## config.mk

```make
export PLATFORM = sky130hd
export DESIGN_NAME = rv_branch_pred
export DESIGN_NICKNAME = d
export VERILOG_FILES = /design/src/rtl/rv_branch_pred.sv
export SDC_FILE = /design/constraint.sdc
export NUM_CORES = 2
export LEC_CHECK = 0
export BUFFER_PORTS_ARGS = -buffer_cell sky130_fd_sc_hd__buf_2
export CORE_UTILIZATION = 56
export CTS_BUF_LIST = sky130_fd_sc_hd__clkbuf_8
export CTS_CLUSTER_DIAMETER = 30
export DETAILED_ROUTE_END_ITERATION = 6
export PLACE_DENSITY = 0.73
export SLEW_MARGIN = 20
export SYNTH_ARGS = -nofsm -noshare
export SYNTH_HDL_FRONTEND = slang
export SYNTH_SLANG_ARGS = --single-unit
export TNS_END_PERCENT = 50
```

## constraint.sdc

```tcl
create_clock -name i_clk -period 4.9 [get_ports i_clk]
set_input_delay 1.47 -clock i_clk [delete_from_list [all_inputs] [get_ports i_clk]]
set_output_delay 1.47 -clock i_clk [all_outputs]
set_load 0.02 [all_outputs]
```

## src/rtl/rv_branch_pred.sv

```systemverilog
// rv_branch_pred: direct-mapped BTB with 2-bit direction counters and
// branch/mispredict counters. The prediction appears one cycle after the lookup.
`default_nettype none

module rv_branch_pred #(
  parameter int IADDR_SPACE_BITS = 32,
  parameter int ENTRIES          = 16
) (
  input  logic                        i_clk,
  input  logic                        i_reset_n,
  input  logic                        i_flush,
  input  logic                        i_fetch_valid,
  input  logic [IADDR_SPACE_BITS-1:0] i_fetch_pc,
  output logic                        o_pred_valid,
  output logic [IADDR_SPACE_BITS-1:0] o_pred_pc,
  output logic                        o_pred_taken,
  output logic [IADDR_SPACE_BITS-1:0] o_pred_target,
  input  logic                        i_upd_valid,
  input  logic [IADDR_SPACE_BITS-1:0] i_upd_pc,
  input  logic                        i_upd_branch,
  input  logic                        i_upd_jump,
  input  logic                        i_upd_taken,
  input  logic [IADDR_SPACE_BITS-1:0] i_upd_target,
  input  logic                        i_upd_pred,
  output logic [31:0]                 o_branch_cnt,
  output logic [31:0]                 o_mispred_cnt
);

  localparam int IDX_W = $clog2(ENTRIES);
  localparam int TAG_W = IADDR_SPACE_BITS - IDX_W - 2;

  logic                        valid_q [ENTRIES];
  logic [TAG_W-1:0]            tag_q   [ENTRIES];
  logic [IADDR_SPACE_BITS-1:0] tgt_q   [ENTRIES];
  logic [1:0]                  ctr_q   [ENTRIES];
  logic                        jmp_q   [ENTRIES];

  logic                        pred_valid_q;
  logic [IADDR_SPACE_BITS-1:0] pred_pc_q;
  logic                        pred_taken_q;
  logic [IADDR_SPACE_BITS-1:0] pred_target_q;
  logic [31:0]                 branch_cnt_q, branch_cnt_d;
  logic [31:0]                 mispred_cnt_q, mispred_cnt_d;

  logic [IDX_W-1:0]            w_f_idx;
  logic [TAG_W-1:0]            w_f_tag;
  logic                        w_f_hit;
  logic                        w_f_taken;
  logic [IADDR_SPACE_BITS-1:0] w_f_target;

  logic [IDX_W-1:0]            w_u_idx;
  logic [TAG_W-1:0]            w_u_tag;
  logic                        w_u_acc;
  logic                        w_u_taken;
  logic                        w_u_hit;
  logic [1:0]                  w_ctr_nxt;
  logic                        w_unused;

  assign w_unused = ^{i_fetch_pc[1:0], i_upd_pc[1:0]};

  // Lookup reads the table as it stood before this edge's update.
  assign w_f_idx    = i_fetch_pc[IDX_W+1:2];
  assign w_f_tag    = i_fetch_pc[IADDR_SPACE_BITS-1:IDX_W+2];
  assign w_f_hit    = valid_q[w_f_idx] && (tag_q[w_f_idx] == w_f_tag);
  assign w_f_taken  = w_f_hit && (jmp_q[w_f_idx] || ctr_q[w_f_idx][1]);
  assign w_f_target = w_f_taken ? tgt_q[w_f_idx]
                                : i_fetch_pc + IADDR_SPACE_BITS'(4);

  // Jumps always count as taken, whatever the resolver reported.
  assign w_u_idx   = i_upd_pc[IDX_W+1:2];
  assign w_u_tag   = i_upd_pc[IADDR_SPACE_BITS-1:IDX_W+2];
  assign w_u_acc   = i_upd_valid && (i_upd_branch || i_upd_jump);
  assign w_u_taken = i_upd_jump || i_upd_taken;
  assign w_u_hit   = valid_q[w_u_idx] && (tag_q[w_u_idx] == w_u_tag);

  always_comb begin
    w_ctr_nxt = ctr_q[w_u_idx];
    if (w_u_taken) begin
      if (w_ctr_nxt != 2'd3) w_ctr_nxt = w_ctr_nxt + 2'd1;
    end else if (w_ctr_nxt != 2'd0) begin
      w_ctr_nxt = w_ctr_nxt - 2'd1;
    end
  end

  always_comb begin
    branch_cnt_d  = branch_cnt_q;
    mispred_cnt_d = mispred_cnt_q;
    if (w_u_acc) begin
      if (branch_cnt_q != 32'hFFFF_FFFF) branch_cnt_d = branch_cnt_q + 32'd1;
      if ((i_upd_pred != w_u_taken) && (mispred_cnt_q != 32'hFFFF_FFFF))
        mispred_cnt_d = mispred_cnt_q + 32'd1;
    end
  end

  always_ff @(posedge i_clk or negedge i_reset_n) begin
    if (!i_reset_n) begin
      for (int i = 0; i < ENTRIES; i++) begin
        valid_q[i] <= 1'b0;
        tag_q[i]   <= '0;
        tgt_q[i]   <= '0;
        ctr_q[i]   <= 2'd0;
        jmp_q[i]   <= 1'b0;
      end
    end else if (w_u_acc) begin
      if (w_u_hit) begin
        ctr_q[w_u_idx] <= w_ctr_nxt;
        jmp_q[w_u_idx] <= i_upd_jump;
        if (w_u_taken) tgt_q[w_u_idx] <= i_upd_target;
      end else if (w_u_taken) begin
        valid_q[w_u_idx] <= 1'b1;
        tag_q[w_u_idx]   <= w_u_tag;
        tgt_q[w_u_idx]   <= i_upd_target;
        jmp_q[w_u_idx]   <= i_upd_jump;
        ctr_q[w_u_idx]   <= i_upd_jump ? 2'd3 : 2'd2;
      end
    end
  end

  always_ff @(posedge i_clk or negedge i_reset_n) begin
    if (!i_reset_n) begin
      pred_valid_q  <= 1'b0;
      pred_pc_q     <= '0;
      pred_taken_q  <= 1'b0;
      pred_target_q <= '0;
      branch_cnt_q  <= '0;
      mispred_cnt_q <= '0;
    end else begin
      pred_valid_q  <= i_fetch_valid && !i_flush;
      pred_pc_q     <= i_fetch_pc;
      pred_taken_q  <= w_f_taken;
      pred_target_q <= w_f_target;
      branch_cnt_q  <= branch_cnt_d;
      mispred_cnt_q <= mispred_cnt_d;
    end
  end

  assign o_pred_valid  = pred_valid_q;
  assign o_pred_pc     = pred_pc_q;
  assign o_pred_taken  = pred_taken_q;
  assign o_pred_target = pred_target_q;
  assign o_branch_cnt  = branch_cnt_q;
  assign o_mispred_cnt = mispred_cnt_q;

endmodule

`default_nettype wire

```

Word level (Yosys, flattened, before mapping). Index checks and enable logic that the tools add are counted.

Flip-flop bits (word level): 1122. Input bits: 105. Output and inout port bits: 130.

Add/sub/neg operators: 5. Order comparisons: 3. Equal/unequal tests: 6. Muxes and demuxes: 46. Bitwise gates (word level): 4. Reductions and logical operators: 18.

Operators with widths (count): 512-bit bitwise mux (1); 416-bit bitwise mux (1); 26-bit binary-select mux with 4-bit select (2); 32-bit two-way mux (6); 26-bit two-way mux (5); 32-bit binary-select mux with 4-bit select (1); 32-bit demux with 4-bit select (1); 26-bit demux with 4-bit select (1); 32-bit by 1-bit adder with 32-bit output (second input constant) (2); 32-bit bitwise mux (2); 32-bit inequality test (second input constant) (2); 26-bit equality test (2); 32-bit by 3-bit adder with 32-bit output (second input constant) (1); 16-bit two-way mux (2); 2-bit binary-select mux with 4-bit select (2); 16-bit bitwise mux (1); 2-bit two-way mux (8); 16-bit bitwise OR (1); 1-bit binary-select mux with 4-bit select (3); 5-bit >= comparator (second input constant) (2); 4-bit inverter with 5-bit output (2); 2-bit demux with 4-bit select (1); 1-bit two-way mux (8); 2-bit AND reduction (4); other kinds (12) (21).

Depth between registers and ports, before layout.
Word-level depth: 9. Gate-level depth with buffers: 15.

Worst setup path after synthesis. No wires, ideal clock.

Path type: input-to-reg. Start point: in i_fetch_pc[2]. End point: reg pred_target_q[10], in the netlist o_pred_target[10]. Library setup time: 0.125 ns. Arrival time: 4.423 ns. Setup slack: 0.353 ns. Stages: 8. Path buffers: 5. Cells stage by stage: buf_2 -> buf_2 -> clkbuf_1 -> clkbuf_1 -> buf_1 -> mux4_2 -> mux4_2 -> mux2_2.

Longest elaborated chain between the ends: 8. Elaborated cells on any way between the ends: 22.

RTL lines: start, declared (line 13) `input logic [IADDR_SPACE_BITS-1:0] i_fetch_pc,`; 4-bit inverter with 5-bit output (not written as such) (line 64, 65, 66); 26-bit binary-select mux with 4-bit select (line 64) `assign w_f_hit = valid_q[w_f_idx] && (tag_q[w_f_idx] == w_f_tag);`; 26-bit two-way mux (not written as such) (2 in a row) (line 64); 26-bit equality test (line 64); 1-bit logical AND (line 64); 1-bit logical AND (line 65) `assign w_f_taken = w_f_hit && (jmp_q[w_f_idx] || ctr_q[w_f_idx][1]);`; 32-bit two-way mux * (line 66) `assign w_f_target = w_f_taken ? tgt_q[w_f_idx]`; net w_f_target[10] (line 49) `logic [IADDR_SPACE_BITS-1:0] w_f_target;`; end signal, assigned (line 131) `pred_target_q <= w_f_target;`; end, declared (line 41) `logic [IADDR_SPACE_BITS-1:0] pred_target_q;`.

The timed path passes the listed nets; every way through them passes the cells marked *. The select of a mux whose other input is x is not followed. A chain may end at the register's enable or synchronous reset.

Worst setup path in the final report.
Start point: in i_upd_pc[3]. End point: reg ctr_q[12] (netlist name).

Longest elaborated chain between the ends: 9. Elaborated cells on any way between the ends: 30.

RTL lines: start, declared (line 19) `input logic [IADDR_SPACE_BITS-1:0] i_upd_pc,`; 4-bit inverter with 5-bit output *; 2-bit binary-select mux with 4-bit select (line 77) `w_ctr_nxt = ctr_q[w_u_idx];`; 2-bit two-way mux (not written as such) (2 in a row) (line 77); 2-bit by 1-bit subtractor with 2-bit output (tied with other cells) (line 81) `w_ctr_nxt = w_ctr_nxt - 2'd1;`; 2-bit two-way mux (on tied branches) (line 80, 79); 2-bit two-way mux (line 78) `if (w_u_taken) begin`; 32-bit bitwise mux (line 106) `ctr_q[w_u_idx] <= w_ctr_nxt;`; 32-bit two-way mux (line 105) `if (w_u_hit) begin`; end signal, assigned by index (line 106); end signal, assigned by index (line 114) `ctr_q[w_u_idx] <= i_upd_jump ? 2'd3 : 2'd2;`; end, declared (line 35) `logic [1:0] ctr_q [ENTRIES];`.

Mark *: on every way between the ends. The rest lies on a longest branch, timed or not. The select of a mux whose other input is x is not followed.

==> summary.txt <==
Outcome
  – Status: completed

STA
  – Slew @ Worst Pin: 1.01 ns
  – Hold WS: 0.482 ns
  – Pins over their slew limit: 0
  – Final hold vios: 0
  – Period minus WS final: 4.37 ns
  – Slew HR: 32.4%
  – Final Setup Violations: 0
  – Final period util: 89.2%
  – Highest clock rate: 229 MHz
  – Clock Skew: 0.0486 ns
  – RSZ-0062 raised after global routing: no

Synth
  – Multiplexer share of the synthesized area: 39.0%
  – Yosys reg bits: 1122
  – Async SR Flop Fraction: 100%
  – Post-synth EDFFs: 0
  – Post-Synth Adder-Cell Area: 0.0678%
  – Predominant post-synthesis flop cell: dfrtp_1
  – Syn Area/Cell: 15.8 µm²
  – Xor/xnor share of the synthesized area: 2.29%
  – Synth area leaders: dfrtp_1 51%, mux2_2 17%, mux4_2 15%
  – Area leader, netlist: dfrtp_1
  – Top cells by count, synth: 1122 x dfrtp_1, 814 x mux2_2, 379 x mux4_2
  – Sequential element share of the synthesized area: 50.7%
  – Simple-gate share of the synthesized area: 3.47%
  – Compound-gate portion of the synthesized area: 1.43%
  – Mapped Area: 55400 µm²
  – Cells after Synth: 3498
  – Most frequent cell after synthesis: dfrtp_1
  – Syn_nets: 3606
  – Yosys warnings: 0
  – Post-synth top area share: 50.7%
  – Yosys cell types: 76
  – Largest family of logic cells by synthesized area: multiplexers

Floorplan
  – # IOs: 235
  – Core area: 97300 µm²
  – Die Width: 316 µm
  – Rows: 114
  – Die area: 100000 µm²
  – Die height: 316 µm
  – Initial Util: 56.9%

Route
  – Antenna-violating nets left: 0
  – Wire length per cell: 27.1 µm
  – Drt first pass iters: 5
  – Via density: 6.25
  – Drt total wl: 146000 µm
  – DRC Markers: 0
  – Initial DRC Count: 2568
  – DR vias: 33721

Layout
  – Final Core Density: 66.6%
  – Nets@finish: 4021
  – Share of cells above drive strength 1: 56.4%
  – Footprint of the multi-input gates: 25700 µm²
  – Layout fillers: 6862
  – Area grow syn2layout: 17.1%
  – Layout Cells excl Fill: 5395
  – FF/Latch Area: 28100 µm²

Clock network
  – CTS max path bufs: 3
  – CTS tree: done
  – Number of clock sinks: 1122
  – Post_cts resized: 0
  – Clock transition at path regs: 0.06 ns
  – Worst skew pair latency: 0.89 ns
  – Number of CTS-inserted buffers: 234
  – H-tree Lvls: 4
  – Setup Fix Bufs, Post-CTS: 0
  – CTS Root Cell: clkbuf_8
  – Hold Buf Count CTS: 0

Place
  – Port Buf Inserts: 232
  – DPL Wire Length: 93000 µm
  – Placed cell count: 4953
  – Routability Congestion: 0.883

Global route
  – Met1 GRT Util: 43.6%
  – GR Util All Layers: 30.0%
  – First-pass GRT wire length: 223000 µm
  – Number of global-route vias before repair: 35041
  – Met3 usage: 6.85%
  – Peak-usage layer in the global routing report: met2
  – Initial antenna violation count: 16
  – Gr ovfl total: 0
  – Maximum number of pins on one net before global-route repair: 132
  – Met2 GRT Util: 45.3%

Worst setup path
  – Crit path cell chain: buf_6, buf_4, nor2_1, buf_4, a22oi_1, a31oi_1, o2111ai_1, o32a_1, nor4_4, buf_4, a21oi_1, nor3b_2, mux2_2
  – Worst R2R Start: tag_q[8]
  – Crit-path max FO: 16
  – Worst Setup Path Type: in2reg
  – Worst reg2reg path endpoint: ctr_q[12]
  – Crit-path slowest cell: nor3b_2
  – Slowest stage delay, CP: 0.78 ns
  – Register-to-Register Path Depth: 10
  – Critical path endpoint category: flop
  – Most Frequent Cell on Critical Path: buf_4
  – Critical Path RT: 5.71 ns
  – R2R Setup Slk: 1.24 ns
  – Crit path launch type: input pin
  – CP arrival: 5.18 ns
  – WP buf/inv: 4
  – Top cell family by delay on the critical path: simple AND/OR/NAND/NOR gates

Worst hold path
  – Hold Crit Start: jmp_q[13]
  – Worst min path class: reg2reg
  – WHS Path Cells: 1
  – Worst Hold End: jmp_q[13]

Power and ir drop
  – Maximum vdd drop: 0.299 mV
  – Leak pwr: 29.7 nW
  – Power Density: 452 nW/µm²

Job
  – Max cap viols: 0
[worst register-to-register path, stage by stage (launching register included)]
cell      delay [ns]
dfrtp_1         0.42
mux4_2          0.47
mux4_2          0.47
xor2_1          0.45
nand3b_1        0.23
nor4_4          0.06
buf_4           0.16
buf_4           0.14
nand4b_1        0.09
nor3b_2         0.78
mux2_2          0.32
[report_power, final]
group          internal [mW]  switching (mW)
clock network           6.84            4.45
logic                   3.42            2.14
registers               11.2            1.22
total                   21.5            7.82
[cell type report]
cell class	count	share of cell area [%]
sequential	1122	43.3
tap	1276	2.46
multi-input combinational	2068	39.6
clock buffer	283	6.01
timing repair buffer	471	6.01
antenna	5	0.0193
inverter	16	0.0926
clock inverter	154	2.51
[registers in the layout, indices dropped and copies added, names as in the netlist]
name           cells
tgt_q            512
tag_q            416
ctr_q             32
o_branch_cnt      32
o_mispred_cnt     32
o_pred_pc         32
o_pred_target     32
jmp_q             16
valid_q           16
o_pred_taken       1
o_pred_valid       1
[cells by family after synthesis]
logic type,after synthesis
mux,1476
buf+inv,308
flops,1122
fa+ha+maj,3
xor+xnor,145
compound gates,110
simple gates,334
[cell usage in the layout, fill, tap and decap left out, types with 9 or more instances in the layout]
cell type and count:
nand4_1 30, o21ai_0 20, mux2_2 814, xnor2_1 112, nand2b_1 22, mux2i_1 73
clkbuf_8 283, clkinv_2 51, bufinv_16 29, nor2_1 52, mux4_2 379, nand3_4 10
a22oi_1 19, nand2_2 16, mux2_4 190, nor2b_1 13, buf_4 170, clkinv_4 10
nand2_1 57, buf_12 71, and4_1 10, o211ai_1 12, buf_2 224, and3_1 19
nor2_2 11, mux2_1 14, inv_1 41, clkinvlp_4 29, dfrtp_1 1122, xor2_1 33
nand3_1 51, a21oi_1 9
[worst max path at each step]
stage	cells after the start	startpoint	to	slack, ns
after floorplan	8	i_fetch_pc[2]	o_pred_target[10]	0.35
after global placement	14	i_upd_pc[3]	ctr_q[0]	-0.19
after detailed placement	12	i_upd_pc[3]	ctr_q[12]	-0.25
after CTS	12	i_upd_pc[3]	ctr_q[12]	0.68
after global routing	12	i_upd_pc[5]	ctr_q[12]	0.42
final	13	i_upd_pc[3]	ctr_q[12]	0.53
[metrics by stage]
stage	power (mW)	worst slack (ns)	instance area, µm²	TNS [ns]
detailed placement	18.1	-0.251	59300	-37.56
floorplan	16.2	0.353	55400	0
global route	30.5	0.424	64800	0
finish	29.3	0.529	64800	0
global placement	17.8	-0.188	59300	-21.64
CTS	29.4	0.679	64800	0
[routing by layer]
| metal | share of wire [%] | vias to the layer above |
|---|---|---|
| li1 | - | 14098 |
| met1 | 44 | 18025 |
| met2 | 46 | 1300 |
| met3 | 7.6 | 288 |
| met4 | 2.5 | 10 |
| met5 | 0.043 | - |
(Power assumes the default switching activity.)
